[src/rtl/tri_wb_loader.sv]
// Wishbone write initiator: takes one 4-word triangle descriptor and writes it to the selected interp_tri tile.
// Optional ack timeout abort enabled by defining TRI_WB_TIMEOUT_EN.
module tri_wb_loader #(
    parameter int unsigned NTRI    = 64,
    parameter int unsigned IDX_W   = 6,
    parameter int unsigned TIMEOUT = 15
) (
    input  logic             wb_clk_i,
    input  logic             wb_rst_i,
    input  logic             cmd_valid_i,
    output logic             cmd_ready_o,
    input  logic [IDX_W-1:0] cmd_idx_i,
    input  logic [127:0]     cmd_data_i,
    output logic             wbm_cyc_o,
    output logic [NTRI-1:0]  wbm_stb_o,
    output logic             wbm_we_o,
    output logic [3:0]       wbm_sel_o,
    output logic [1:0]       wbm_adr_o,
    output logic [31:0]      wbm_dat_o,
    input  logic [NTRI-1:0]  wbm_ack_i,
    output logic             busy_o,
    output logic             err_o,
    input  logic             err_clr_i
);

    typedef enum logic [1:0] {
        ST_IDLE,
        ST_XFER,
        ST_DROP
    } state_t;

    state_t          state_q;
    logic [3:0][31:0] words_q;
    logic [1:0]      word_q;

    logic accept_c;
    logic range_bad_c;
    logic ack_hit_c;
    logic timeout_c;
    logic err_set_c;

    // The registered strobe is one-hot on the latched index, so masking acks with it qualifies them.
    always_comb begin
        accept_c    = 1'b0;
        range_bad_c = 1'b0;
        ack_hit_c   = 1'b0;
        err_set_c   = 1'b0;
        accept_c    = cmd_valid_i && cmd_ready_o && (state_q == ST_IDLE);
        range_bad_c = 32'(cmd_idx_i) >= NTRI;
        ack_hit_c   = (state_q == ST_XFER) && (|(wbm_ack_i & wbm_stb_o));
        err_set_c   = (accept_c && range_bad_c) || timeout_c;
    end

`ifdef TRI_WB_TIMEOUT_EN
    localparam int unsigned CNT_W = $clog2(TIMEOUT + 1);

    logic [CNT_W-1:0] tmo_cnt_q;

    // Per-word wait counter; restarts on each new word and on every qualified ack.
    always_ff @(posedge wb_clk_i or posedge wb_rst_i) begin
        if (wb_rst_i) begin
            tmo_cnt_q <= '0;
        end else if (state_q != ST_XFER || ack_hit_c) begin
            tmo_cnt_q <= '0;
        end else begin
            tmo_cnt_q <= tmo_cnt_q + CNT_W'(1);
        end
    end

    assign timeout_c = (state_q == ST_XFER) && !ack_hit_c && (tmo_cnt_q == CNT_W'(TIMEOUT - 1));
`else
    logic unused_timeout_cfg;
    assign unused_timeout_cfg = ^32'(TIMEOUT);
    assign timeout_c          = 1'b0;
`endif

    always_ff @(posedge wb_clk_i or posedge wb_rst_i) begin
        if (wb_rst_i) begin
            state_q     <= ST_IDLE;
            words_q     <= '0;
            word_q      <= '0;
            cmd_ready_o <= 1'b1;
            wbm_cyc_o   <= 1'b0;
            wbm_stb_o   <= '0;
            wbm_we_o    <= 1'b0;
            wbm_sel_o   <= '0;
            wbm_adr_o   <= '0;
            wbm_dat_o   <= '0;
            err_o       <= 1'b0;
        end else begin
            case (state_q)
                ST_IDLE: begin
                    if (accept_c) begin
                        words_q     <= cmd_data_i;
                        word_q      <= '0;
                        cmd_ready_o <= 1'b0;
                        if (range_bad_c) begin
                            state_q <= ST_DROP;
                        end else begin
                            state_q   <= ST_XFER;
                            wbm_cyc_o <= 1'b1;
                            wbm_stb_o <= NTRI'(1) << cmd_idx_i;
                            wbm_we_o  <= 1'b1;
                            wbm_sel_o <= 4'hF;
                            wbm_adr_o <= 2'd0;
                            wbm_dat_o <= cmd_data_i[31:0];
                        end
                    end
                end
                ST_XFER: begin
                    if (ack_hit_c && word_q != 2'd3) begin
                        word_q    <= word_q + 2'd1;
                        wbm_adr_o <= word_q + 2'd1;
                        wbm_dat_o <= words_q[word_q + 2'd1];
                    end else if (ack_hit_c || timeout_c) begin
                        // Last word acked or wait expired: release the bus in one edge.
                        state_q     <= ST_IDLE;
                        cmd_ready_o <= 1'b1;
                        wbm_cyc_o   <= 1'b0;
                        wbm_stb_o   <= '0;
                        wbm_we_o    <= 1'b0;
                        wbm_sel_o   <= '0;
                        wbm_adr_o   <= '0;
                        wbm_dat_o   <= '0;
                    end
                end
                ST_DROP: begin
                    state_q     <= ST_IDLE;
                    cmd_ready_o <= 1'b1;
                end
                default: begin
                    state_q     <= ST_IDLE;
                    cmd_ready_o <= 1'b1;
                end
            endcase

            // A new error in the same cycle beats a clear.
            if (err_set_c) begin
                err_o <= 1'b1;
            end else if (err_clr_i) begin
                err_o <= 1'b0;
            end
        end
    end

    assign busy_o = wbm_cyc_o;

endmodule

[config.mk]
export PLATFORM = sky130hd
export DESIGN_NAME = tri_wb_loader
export DESIGN_NICKNAME = d
export VERILOG_FILES = /design/src/rtl/tri_wb_loader.sv
export SDC_FILE = /design/constraint.sdc
export NUM_CORES = 1
export LEC_CHECK = 0
export ABC_CLOCK_PERIOD_IN_PS = 7450
export BUFFER_PORTS_ARGS = -buffer_cell sky130_fd_sc_hd__buf_2
export CORE_ASPECT_RATIO = 2
export CORE_MARGIN = 5
export CORE_UTILIZATION = 45
export CTS_CLUSTER_SIZE = 8
export DETAILED_ROUTE_END_ITERATION = 7
export PLACE_DENSITY = 0.73
export SYNTH_ARGS = -nofsm -noshare
export SYNTH_HDL_FRONTEND = slang
export SYNTH_SLANG_ARGS = --single-unit
export TNS_END_PERCENT = 100
[constraint.sdc]
create_clock -name wb_clk_i -period 7.45 [get_ports wb_clk_i]
set_clock_uncertainty 0.15 [all_clocks]
set_input_delay 1.49 -clock wb_clk_i [delete_from_list [all_inputs] [get_ports wb_clk_i]]
set_output_delay 1.49 -clock wb_clk_i [all_outputs]
set_load 0.02 [all_outputs]
==> results of run 1 <==
## worst max-delay path, delay by kind of cell
| family | cells | cell delay [ns] |
|---|---|---|
| buffers and inverters | 2 | 0.70 |
| muxes | 1 | 0.25 |
| and+or+nand+nor | 3 | 1.47 |
| AOI/OAI and AO/OA | 2 | 0.73 |
## power groups by stage
stage | clock network [uW] | logic, uW | registers (uW)
floorplan | 0 | 39.1 | 1270
global placement | 0 | 115 | 1270
detailed placement | 0 | 116 | 1270
CTS | 1420 | 116 | 1250
global route | 1460 | 128 | 1250
finish | 1380 | 115 | 1250
## registers in the layout, indices dropped and copies added, names as in the netlist
name and count:
words_q 128, wbm_dat_o 32, wbm_sel_o 1, cmd_ready_o 1, wbm_stb_o 64, wbm_adr_o 2
word_q 2
## cell usage in the layout (no fill, tap or decap), drive strengths merged, types with 3 or more instances in the layout
| cell | synthesis | routed |
|---|---|---|
| nand2 | 405 | 405 |
| buf | 34 | 318 |
| dfrtp | 229 | 229 |
| inv | 70 | 69 |
| nor2 | 69 | 69 |
| o21ai | 67 | 67 |
| a41oi | 64 | 64 |
| clkbuf | 55 | 41 |
| mux4 | 32 | 32 |
| mux2 | 32 | 32 |
| a32o | 31 | 31 |
| a22oi | 16 | 16 |
| a22o | 8 | 8 |
| a221oi | 8 | 8 |
| nand3 | 6 | 6 |
| nor2b | 4 | 4 |
| o22ai | 3 | 3 |
| nand4 | 3 | 3 |
| and4 | 3 | 3 |
| clkinv | 1 | 3 |
## per-layer routing
metal | wire (um) | GRT usage [%] | vias up
met2 | 18530 | 44.37 | 429
met3 | 1987 | 3.565 | 115
met1 | 12270 | 27.40 | 4734
li1 | - | - | 4473
met5 | 0 | 0 | -
met4 | 2521 | 16.56 | 0
## through the flow
stage                     power (uW)  instance area (um^2)  worst slack, ns
after floorplan                 1312                 11000            2.803
after global placement          1387                 12620            2.525
after detailed placement        1388                 12620            2.550
after CTS                       2784                 13560            3.060
after global routing            2843                 13560            2.883
final                           2748                 13560            2.938
## how the worst max path moves through the flow
stage	from	end	slack [ns]
3_3_place_gp	wbm_ack_i[47]	wbm_dat_o[9]	2.53
6_report	wbm_ack_i[26]	wbm_dat_o[3]	2.94
5_1_grt	wbm_ack_i[26]	wbm_dat_o[10]	2.88
4_1_cts	wbm_ack_i[26]	wbm_dat_o[3]	3.06
3_5_place_dp	wbm_ack_i[26]	wbm_dat_o[2]	2.55
2_1_floorplan	wb_rst_i	wbm_adr_o[0]	2.80
## Yosys cell counts, types with 2 or more instances
library cell | n | area (um^2)
o22ai_1 | 3 | 18.77
nand4_1 | 2 | 12.51
a22oi_1 | 16 | 120.1
nand2_1 | 405 | 1520
nor3_1 | 2 | 10.01
o21ai_1 | 29 | 145.1
nor2_1 | 69 | 259.0
buf_6 | 4 | 45.04
nand3b_1 | 2 | 15.01
a22o_1 | 8 | 70.07
and4_1 | 2 | 17.52
mux4_2 | 32 | 720.7
nand3_1 | 6 | 30.03
buf_4 | 7 | 52.55
a221oi_1 | 8 | 70.07
nand2b_1 | 2 | 12.51
buf_2 | 14 | 70.07
a32o_1 | 31 | 310.3
mux2i_1 | 2 | 20.02
buf_1 | 9 | 33.78
clkbuf_1 | 55 | 206.5
mux2_2 | 31 | 349.1
a41oi_1 | 64 | 560.5
dfrtp_1 | 229 | 5731
nor2b_1 | 4 | 25.02
inv_1 | 70 | 262.8
o21ai_0 | 37 | 185.2
## cell families (layout without fill, tap and decap cells)
group	Yosys count	in the layout
AND/OR/NAND/NOR	499	499
other	1	3
adder cells (fa/ha/maj)	1	1
AO/OA/AOI/OAI	198	198
buffers and inverters	160	432
multiplexers	66	66
flip-flops	230	230
## cell type report
cell class                 count  area, um^2
clock buffer                  41       908.4
inverter                      71       270.3
sequential                   230        5759
tap                          290       362.8
timing repair buffer         318        1634
antenna                        2       5.005
fill                        2124       10760
multi-input combinational    765        4589
clock inverter                 2       32.53
==> impl_metrics.csv, run 1 <==
group,metric,value,unit
sta,rsz0062_at_grt,"false",
critical_path,critPathRequiredTime,7.68,ns
sta,fin_crit,4.512,ns
floorplanning,num_rows,81,
place,gp_congestion,0.9841,
critical_path,worstReg2RegStart,"wbm_stb_o[43]",
yosys,ys.flop_type,"dfrtp_1",
sta,tightest_slew,1.083,ns
critical_path,slowest_delay,0.83,ns
yosys,ys_seq_elements,230,
min_path,hold_end,"words_q[107]",
critical_path,start_kind,"input pin",
finish,final_cells,1719,
yosys,synth.avg_cell_area,9.522,um^2
yosys,netlist_instances,1155,
floorplanning,initial_core_util,45.22,%
route,viasPerCell,5.672,
floorplanning,core-area,0.02432,mm^2
place,io_buffers,306,
route,post_drt_wl_per_cell,20.54,um
power,power_density,202.7,mW/mm^2
clocking,clk_path_buf_depth,3,
clocking,post_cts_resized,0,
yosys,async_flop_share,100.0,%
power,cellInternalPower,2152,uW
grt,grt_pass1_vias,9922,
job,drv_cap,0,
min_path,hold_path.class,"flop to flop",
power,ir_drop,0.1791,mV
power,p_clk_share,50.3,%
sta,period_share,60.56,%
clocking,cts_tree,"built",
critical_path,end_kind,"flop",
place,dp.cells,1674,
yosys,synth-edff-count,0,
sta,slew_headroom,27.78,%
yosys,synth_seq_area_share,52.34,%
finish,final_util,55.76,%
clocking,cts.sinks,230,
clocking,htreeDepth,2,
critical_path,crit_chain,"buf_2 > a22oi_1 > nand4_1 > nor3_1 > nand4_4 > buf_4 > a32o_1 > mux2_2",
critical_path,reg2reg_depth,7,
yosys,synth-warning-count,0,
critical_path,crit_arrival,4.74,ns
yosys,synth_xor_area_share,0,%
route,drc_errors,0,
power,p_comb_share,4.2,%
run_status,status,"complete, no violations",
clocking,cts_setup_buffers,0,
critical_path,cp_max_fo,57,
yosys,yosys.area_share.simple,17.70,%
route,drt_wl_total,35310,um
route,vias,9751,
critical_path,reg2reg_slack,3.57,ns
yosys,synth_top_family_by_area,"simple AND/OR/NAND/NOR gates",
yosys,synthMuxAreaShare,10.01,%
sta,fin_setup_tns,0,ns
power,switching_share,21.70,%
floorplanning,die_area,0.02786,mm^2
yosys,syn_nets,1358,
sta,hold_slack,0.3161,ns
route,initialDrtViolationCount,954,
route,final_antenna_net_count,0,
min_path,worstHoldStart,"words_q[107]",
critical_path,r2r-end,"wbm_dat_o[3]",
sta,drv_slew,0,
grt,antenna_found_initial,2,
power,p_sw,596.5,uW
finish,fin_nets,1623,
clocking,cts_buffers,34,
grt,grt_pass1_wl,54370,um
place,dp_hpwl,24250,um
clocking,clk_latency,0.50,ns
sta,max_freq,221.6,MHz
grt,grt_max_degree,162,
floorplanning,ios,309,
power,pwr-share-seq,45.6,%
grt,grt_overflow,0,
power,p_leak,0.007075,uW
min_path,hold_depth,2,
clocking,cts_root_buf,"clkbuf_16",
yosys,synth.distinct_cells,39,
yosys,synthAdderAreaFrac,0.1138,%
route,drt_pass1_iterations,5,
sta,hold_violations,0,
grt,grtUsageTotal,25.01,%
clocking,ctsHoldBuffers,0,
critical_path,critical_path_class,"input pin to flop",
yosys,netlist_area,0.01100,mm^2
floorplanning,die_h,231.1,um
critical_path,cp_slowest_cell,"nand4_4",
sta,setup_viol,0,
finish,area.growth.synth_to_final,23.31,%
floorplanning,die_w,120.5,um
yosys,synth_compound_area_share,13.66,%
clocking,clk_pin_slew,0.05,ns
finish,final_layout_size_suffix_gt1_share,30.06,%
(Power assumes the default switching activity.)
==> inputs of run 2 (changes only) <==
--- a/config.mk
+++ b/config.mk
@@ -5,14 +5,15 @@
 export SDC_FILE = /design/constraint.sdc
 export NUM_CORES = 1
 export LEC_CHECK = 0
-export ABC_CLOCK_PERIOD_IN_PS = 7450
+export ABC_AREA = 1
+export ABC_CLOCK_PERIOD_IN_PS = 4500
 export BUFFER_PORTS_ARGS = -buffer_cell sky130_fd_sc_hd__buf_2
 export CORE_ASPECT_RATIO = 2
 export CORE_MARGIN = 5
 export CORE_UTILIZATION = 45
 export CTS_CLUSTER_SIZE = 8
 export DETAILED_ROUTE_END_ITERATION = 7
-export PLACE_DENSITY = 0.73
+export PLACE_DENSITY = 0.71
 export SYNTH_ARGS = -nofsm -noshare
 export SYNTH_HDL_FRONTEND = slang
 export SYNTH_SLANG_ARGS = --single-unit
==> constraint.sdc (replaced) <==
create_clock -name wb_clk_i -period 4.5 [get_ports wb_clk_i]
set_clock_uncertainty 0.15 [all_clocks]
set_input_delay 0.9 -clock wb_clk_i [delete_from_list [all_inputs] [get_ports wb_clk_i]]
set_output_delay 0.9 -clock wb_clk_i [all_outputs]
set_load 0.02 [all_outputs]
==> run 2 against run 1 <==
Sequential share of layout area rose by 0.18 points. Synthesized area fell by 0.59%. Critical path depth rose by 7. Total power rose by 67%. Final area fell by 0.42%. Largest power group unchanged.
==> impl_metrics.csv, run 2 <==
group,metric,value,unit
run_status,status,"complete, no violations",
finish,num-fill-cells,2282,
sta,fin_crit,3.030,ns
clocking,clk_path_buf_depth,3,
route,post_drt_wl_per_cell,17.04,um
yosys,synth.area.top_cells,"dfrtp_1 (52%), nand2_1 (24%), nand4_1 (5.2%), o21ai_0 (4.4%), nor2_1 (2.3%)",
sta,setup_viol,0,
grt,grt_overflow,0,
floorplanning,num_rows,80,
place,dp_hpwl,23060,um
grt,grt_pass1_vias,10590,
floorplanning,die_area,0.02770,mm^2
finish,area.growth.synth_to_final,23.53,%
power,ir_drop,0.3665,mV
finish,largest_reg_flops,128,
yosys,synth.avg_cell_area,7.550,um^2
finish,final_util,56.45,%
floorplanning,initial_core_util,45.70,%
critical_path,slowest_delay,0.77,ns
grt,grtUsageMet2,44.59,%
clocking,clk_pin_slew,0.05,ns
route,initialDrtViolationCount,756,
job,drv_cap,0,
critical_path,crit_chain,"buf_2 > nand2_1 > nand2_1 > inv_1 > nand2_1 > nor2_1 > nand2_1 > nor2_1 > nand2_2 > nand2_2 > nand2_2 > clkinv_1 > buf_4 > nand2_1 > nand2_1",
grt,grt_max_degree,137,
sta,drv_slew,0,
power,power,4594,uW
grt,grtUsageTotal,24.28,%
floorplanning,die_h,230.4,um
critical_path,worstReg2RegStart,"wbm_stb_o[2]",
yosys,ys_seq_elements,230,
critical_path,start_kind,"input pin",
sta,tightest_slew,1.061,ns
yosys,synth-edff-count,0,
place,gp_congestion,0.8815,
yosys,yosysTopAreaCellShare,52.41,%
clocking,post_cts_resized,0,
clocking,cts_root_buf,"clkbuf_16",
grt,grt_pass1_wl,54120,um
yosys,yosysMostFrequentCell,"nand2_1",
grt,antenna_found_initial,2,
yosys,syn_nets,1651,
finish,fin_nets,1909,
clocking,cts_setup_buffers,0,
finish,final_layout_size_suffix_gt1_share,21.87,%
critical_path,critical_path_class,"input pin to flop",
clocking,ctsHoldBuffers,0,
route,drt_pass1_iterations,5,
sta,slew_headroom,29.27,%
place,io_buffers,306,
critical_path,critPathRequiredTime,4.73,ns
sta,period_share,67.33,%
clocking,cts_tree,"built",
finish,largest_register,"words_q",
yosys,netlist_area,0.01093,mm^2
clocking,htreeDepth,2,
floorplanning,core-area,0.02392,mm^2
sta,hold_violations,0,
finish,layout.cells.most_common,"nand2_1",
yosys,synth.distinct_cells,23,
min_path,hold_path.class,"flop to flop",
floorplanning,ios,309,
clocking,cts_buffers,34,
critical_path,cp_max_fo,21,
finish,final_cells,2003,
route,drc_errors,0,
critical_path,cp_slowest_cell,"clkinv_1",
sta,fin_setup_tns,0,ns
sta,max_freq,330.0,MHz
sta,rsz0062_at_grt,"false",
critical_path,end_kind,"flop",
route,vias,10520,
power,p_leak,0.007912,uW
route,viasPerCell,5.254,
finish,layout_common_cells,"nand2_1 (711), buf_2 (306), dfrtp_1 (227)",
min_path,worstHoldStart,"words_q[109]",
critical_path,crit_arrival,3.26,ns
yosys,ys.flop_type,"dfrtp_1",
power,power_density,340.1,mW/mm^2
place,dp.cells,1957,
grt,grtUsageMet1,27.73,%
clocking,clk_latency,0.50,ns
yosys,synthTopCellsByCount,"nand2_1 (711), dfrtp_1 (229), o21ai_0 (96)",
critical_path,setup.worst_path.start,"wbm_ack_i[2]",
route,final_antenna_net_count,0,
grt,use_met3,3.332,%
floorplanning,die_w,120.2,um
yosys,synth-warning-count,0,
route,drt_wl_total,34130,um
grt,busiest_layer,"met2",
yosys,netlist_instances,1448,
yosys,synth.largest_area_cell,"dfrtp_1",
sta,hold_slack,0.3190,ns
yosys,async_flop_share,100.0,%
critical_path,cp_common_cell,"nand2_1",
yosys,synth_seq_area_share,52.66,%
finish,top_regs,"words_q x128, wbm_stb_o x64, wbm_dat_o x32",
clocking,cts.sinks,230,
run 2: changes by cell type in the layout (fill, tap and decap cells not counted), sizes merged, moves of 32 or more:
cell | before | now
mux4 | 32 | 0
a41oi | 64 | 0
nand2 | 405 | 715
mux2 | 32 | 0
nand4 | 3 | 91
o21ai | 67 | 125
a21oi | 0 | 32
run 2: cells by family after synthesis:
family                   Yosys count  synth area share [%]
AND/OR/NAND/NOR                  898                 33.39
AO/OA/AOI/OAI                    159                 7.336
flip-flops                       230                 52.66
adder cells (fa/ha/maj)            1                0.1144
buffers and inverters            159                 6.466
other                              1               0.03430
run 2: area by class of cell:
class	count	area, um^2	area share (%)
Sequential cell	230	5759	42.64
Multi-Input combinational cell	1059	4479	33.17
Timing Repair Buffer	324	1717	12.71
Clock buffer	45	965.9	7.152
Tap cell	287	359.1	2.659
Inverter	57	222.7	1.649
Antenna cell	1	2.502	0.01853
run 2: report_power, final:
group          total, uW  internal, uW  leakage, uW  switching, uW
Clock               2340          1470     0.000471            873
Sequential          2070          2070      0.00304              0
Combinational        177          69.2      0.00440            108
Total               4590          3610      0.00791            981
run 2: path summary, 6_finish.rpt:
kind	slack (ns)	endpoint	cells after the start
hold reg to reg	0.32	words_q[109]	2
min in group asynchronous	0.34	words_q[58]	2
setup reg to reg	1.55	wbm_dat_o[21]	14
max in group asynchronous	2.98	words_q[112]	3
setup / recovery	1.47	wbm_dat_o[21]	15
hold / removal	0.32	words_q[109]	2
run 2: worst max-delay path, delay by kind of cell:
family,cells,cell delay [ns]
buf+inv,4,1.39
simple gates,11,0.94
run 2: routing by layer:
layer,vias up,share of wire [%]
met5,-,0.056
met3,79,5.8
met1,4925,37
li1,5117,-
met4,2,4.1
met2,401,53
run 2: stage by stage:
step	area, um^2	setup slack (ns)
2_1_floorplan	10940	0.4429
3_3_place_gp	12540	0.9281
3_5_place_dp	12540	0.8919
4_1_cts	13500	1.415
5_1_grt	13510	1.240
6_report	13510	1.470
==> inputs of run 3 (changes only) <==
--- a/config.mk
+++ b/config.mk
@@ -5,15 +5,15 @@
 export SDC_FILE = /design/constraint.sdc
 export NUM_CORES = 1
 export LEC_CHECK = 0
-export ABC_AREA = 1
-export ABC_CLOCK_PERIOD_IN_PS = 4500
+export ABC_AREA = 0
+export ABC_CLOCK_PERIOD_IN_PS = 2650
 export BUFFER_PORTS_ARGS = -buffer_cell sky130_fd_sc_hd__buf_2
 export CORE_ASPECT_RATIO = 2
 export CORE_MARGIN = 5
 export CORE_UTILIZATION = 45
 export CTS_CLUSTER_SIZE = 8
 export DETAILED_ROUTE_END_ITERATION = 7
-export PLACE_DENSITY = 0.71
+export PLACE_DENSITY = 0.73
 export SYNTH_ARGS = -nofsm -noshare
 export SYNTH_HDL_FRONTEND = slang
 export SYNTH_SLANG_ARGS = --single-unit
==> constraint.sdc (replaced) <==
create_clock -name wb_clk_i -period 2.65 [get_ports wb_clk_i]
set_clock_uncertainty 0.15 [all_clocks]
set_input_delay 0.53 -clock wb_clk_i [delete_from_list [all_inputs] [get_ports wb_clk_i]]
set_output_delay 0.53 -clock wb_clk_i [all_outputs]
set_load 0.02 [all_outputs]
==> run 3 against run 2 <==
Final area up 3.3%. Total power up 68%. Setup slack worse by 1.4 ns. Largest power group unchanged. Global-route usage up 1.6 points. Routed wire length up 7.2%. Combinational power up 92%. Die area up 0.56%. Worst hold slack worse by 0.24 ns. Critical endpoint is now wbm_stb_o[23]. Sequential cell count unchanged. Via count down 5.9%. Critical path depth down 6. Largest cell class unchanged. Non-clock buffer count up 25.
==> impl_metrics.csv, run 3 (synthesis results as in run 1) <==
group,metric,value,unit
place,io_buffers,306,
critical_path,critPathRequiredTime,2.86,ns
clocking,clk_latency,0.50,ns
critical_path,critical_path_class,"flop to flop",
sta,fin_ws,0.09853,ns
sta,setup_viol,0,
route,vias,9907,
sta,tightest_slew,0.9756,ns
grt,grt_overflow,0,
sta,max_freq,391.9,MHz
critical_path,critPathTopFamily,"compound AO/OA/AOI/OAI gates",
sta,hold_violations,0,
sta,fin_setup_tns,0,ns
floorplanning,die_w,120.5,um
sta,hold_slack,0.07436,ns
power,pwr-share-seq,45.5,%
power,p_comb_share,4.4,%
clocking,clk_pin_slew,0.05,ns
grt,grt_pass1_wl,55660,um
floorplanning,die_h,231.1,um
route,viasPerCell,5.658,
critical_path,crit_arrival,2.76,ns
floorplanning,ios,309,
floorplanning,core-area,0.02432,mm^2
finish,largest_register,"words_q",
place,gp_congestion,0.9490,
finish,final_layout_size_suffix_gt1_share,31.55,%
finish,layout_common_cells,"nand2_1 (405), buf_2 (306), dfrtp_1 (227)",
power,cellInternalPower,6050,uW
finish,largest_reg_flops,128,
route,drt_wl_total,36580,um
run_status,status,"complete, no violations",
sta,fin_crit,2.551,ns
critical_path,crit_chain,"a22o_1 > a221oi_1 > buf_4 > and4_1 > nand4_4 > buf_12 > buf_4 > a41oi_1 > o21ai_0",
critical_path,slowest_delay,0.41,ns
place,dp_slack,-0.1140,ns
clocking,cts_buffers,34,
finish,fin_nets,1654,
sta,period_share,96.28,%
critical_path,cp_num_buf_inv,3,
grt,antenna_found_initial,3,
critical_path,cp_slowest_cell,"dfrtp_1",
place,dp_hpwl,25950,um
power,power,7736,uW
grt,grtUsageTotal,25.91,%
floorplanning,initial_core_util,45.22,%
power,power_density,554.5,mW/mm^2
finish,top_regs,"words_q x128, wbm_stb_o x64, wbm_dat_o x32",
grt,grt_max_degree,133,
finish,num-fill-cells,2174,
power,p_leak,0.007274,uW
power,ir_drop,0.5916,mV
sta,slew_headroom,34.81,%
clocking,htreeDepth,2,
clocking,cts_root_buf,"clkbuf_16",
floorplanning,die_area,0.02786,mm^2
power,switching_share,21.80,%
route,post_drt_wl_per_cell,20.89,um
route,drc_errors,0,
critical_path,end_kind,"flop",
route,final_antenna_net_count,0,
finish,area.growth.synth_to_final,26.85,%
clocking,cts_tree,"built",
route,drt_pass1_iterations,7,
finish,stdcell_area,0.01395,mm^2
power,p_sw,1686,uW
min_path,hold_path.class,"input pin to flop",
critical_path,start_kind,"flop",
power,p_clk_share,50.1,%
floorplanning,num_rows,81,
place,placed_area,0.01300,mm^2
critical_path,cp_max_fo,26,
clocking,cts.sinks,230,
clocking,cts_setup_buffers,0,
critical_path,reg2reg_slack,0.1,ns
grt,grt_pass1_vias,10260,
sta,drv_slew,0,
clocking,clk_path_buf_depth,3,
finish,layout.cells.most_common,"nand2_1",
route,initialDrtViolationCount,967,
job,drv_cap,0,
critical_path,cp_common_cell,"buf_4",
run 3: cell count changes in the layout (fill, tap and decap cells not counted), sizes merged, moves of 20 or more:
| cell | change |
|---|---|
| a21oi | -32 |
| a32o | +31 |
| a41oi | +64 |
| buf | +24 |
| mux2 | +32 |
| mux4 | +32 |
| nand2 | -310 |
| nand3 | -20 |
| nand4 | -88 |
| o21ai | -58 |
run 3: routing by layer:
metal	track usage [%]	part of all wire, %	wire, um	up-vias
met3	4.005	6.3	2308	142
met1	27.14	33	12190	4757
li1	-	-	-	4531
met2	45.25	52	18920	477
met5	0	0	0	-
met4	20.89	8.6	3162	0
run 3: stage by stage:
step	util, %	instances
2_1_floorplan	-	1155
3_3_place_gp	53.46	1704
3_5_place_dp	53.46	1704
4_1_cts	57.29	1748
5_1_grt	57.36	1751
6_report	57.36	1751
run 3: final cells by class:
type                    instances  area [um^2]  share of cell area (%)
clock buffers                  42        912.1                   6.538
clock inverters                 1        8.758                 0.06278
repair buffers                349         2032                   14.57
diodes                          3        7.507                 0.05381
flip-flops and latches        230         5759                   41.28
well taps                     290        362.8                   2.601
multi-input cells             765         4598                   32.96
inverters                      71        270.3                   1.937
run 3: power groups by stage:
stage / clock [uW] / combinational, uW / sequential [uW]
final: 3880 / 340 / 3520
after global routing: 4090 / 373 / 3510
after CTS: 3970 / 342 / 3520
after detailed placement: 0 / 339 / 3580
after global placement: 0 / 337 / 3580
after floorplan: 0 / 110 / 3580
run 3: path summary, 6_finish.rpt:
check	from	endpoint	depth (start not counted)
min in group asynchronous	wb_rst_i	words_q[36]	3
worst max register to register	wbm_stb_o[51]	wbm_stb_o[23]	9
worst min-delay path	cmd_data_i[36]	words_q[36]	3
max in group asynchronous	wb_rst_i	words_q[122]	4
worst min register to register	words_q[123]	words_q[123]	2
worst max-delay path	wbm_stb_o[51]	wbm_stb_o[23]	9
run 3: what timing repair did:
item                       in CTS  in global routing
hold buffers                    1                  0
resized for setup               0                  2
setup endpoints to repair       0                  3
hold endpoints to repair       13                  0
run 3: worst min-delay path, stage by stage:
cell and delay, ns:
buf_2 0.07, nand2_1 0.04, nand2_1 0.05
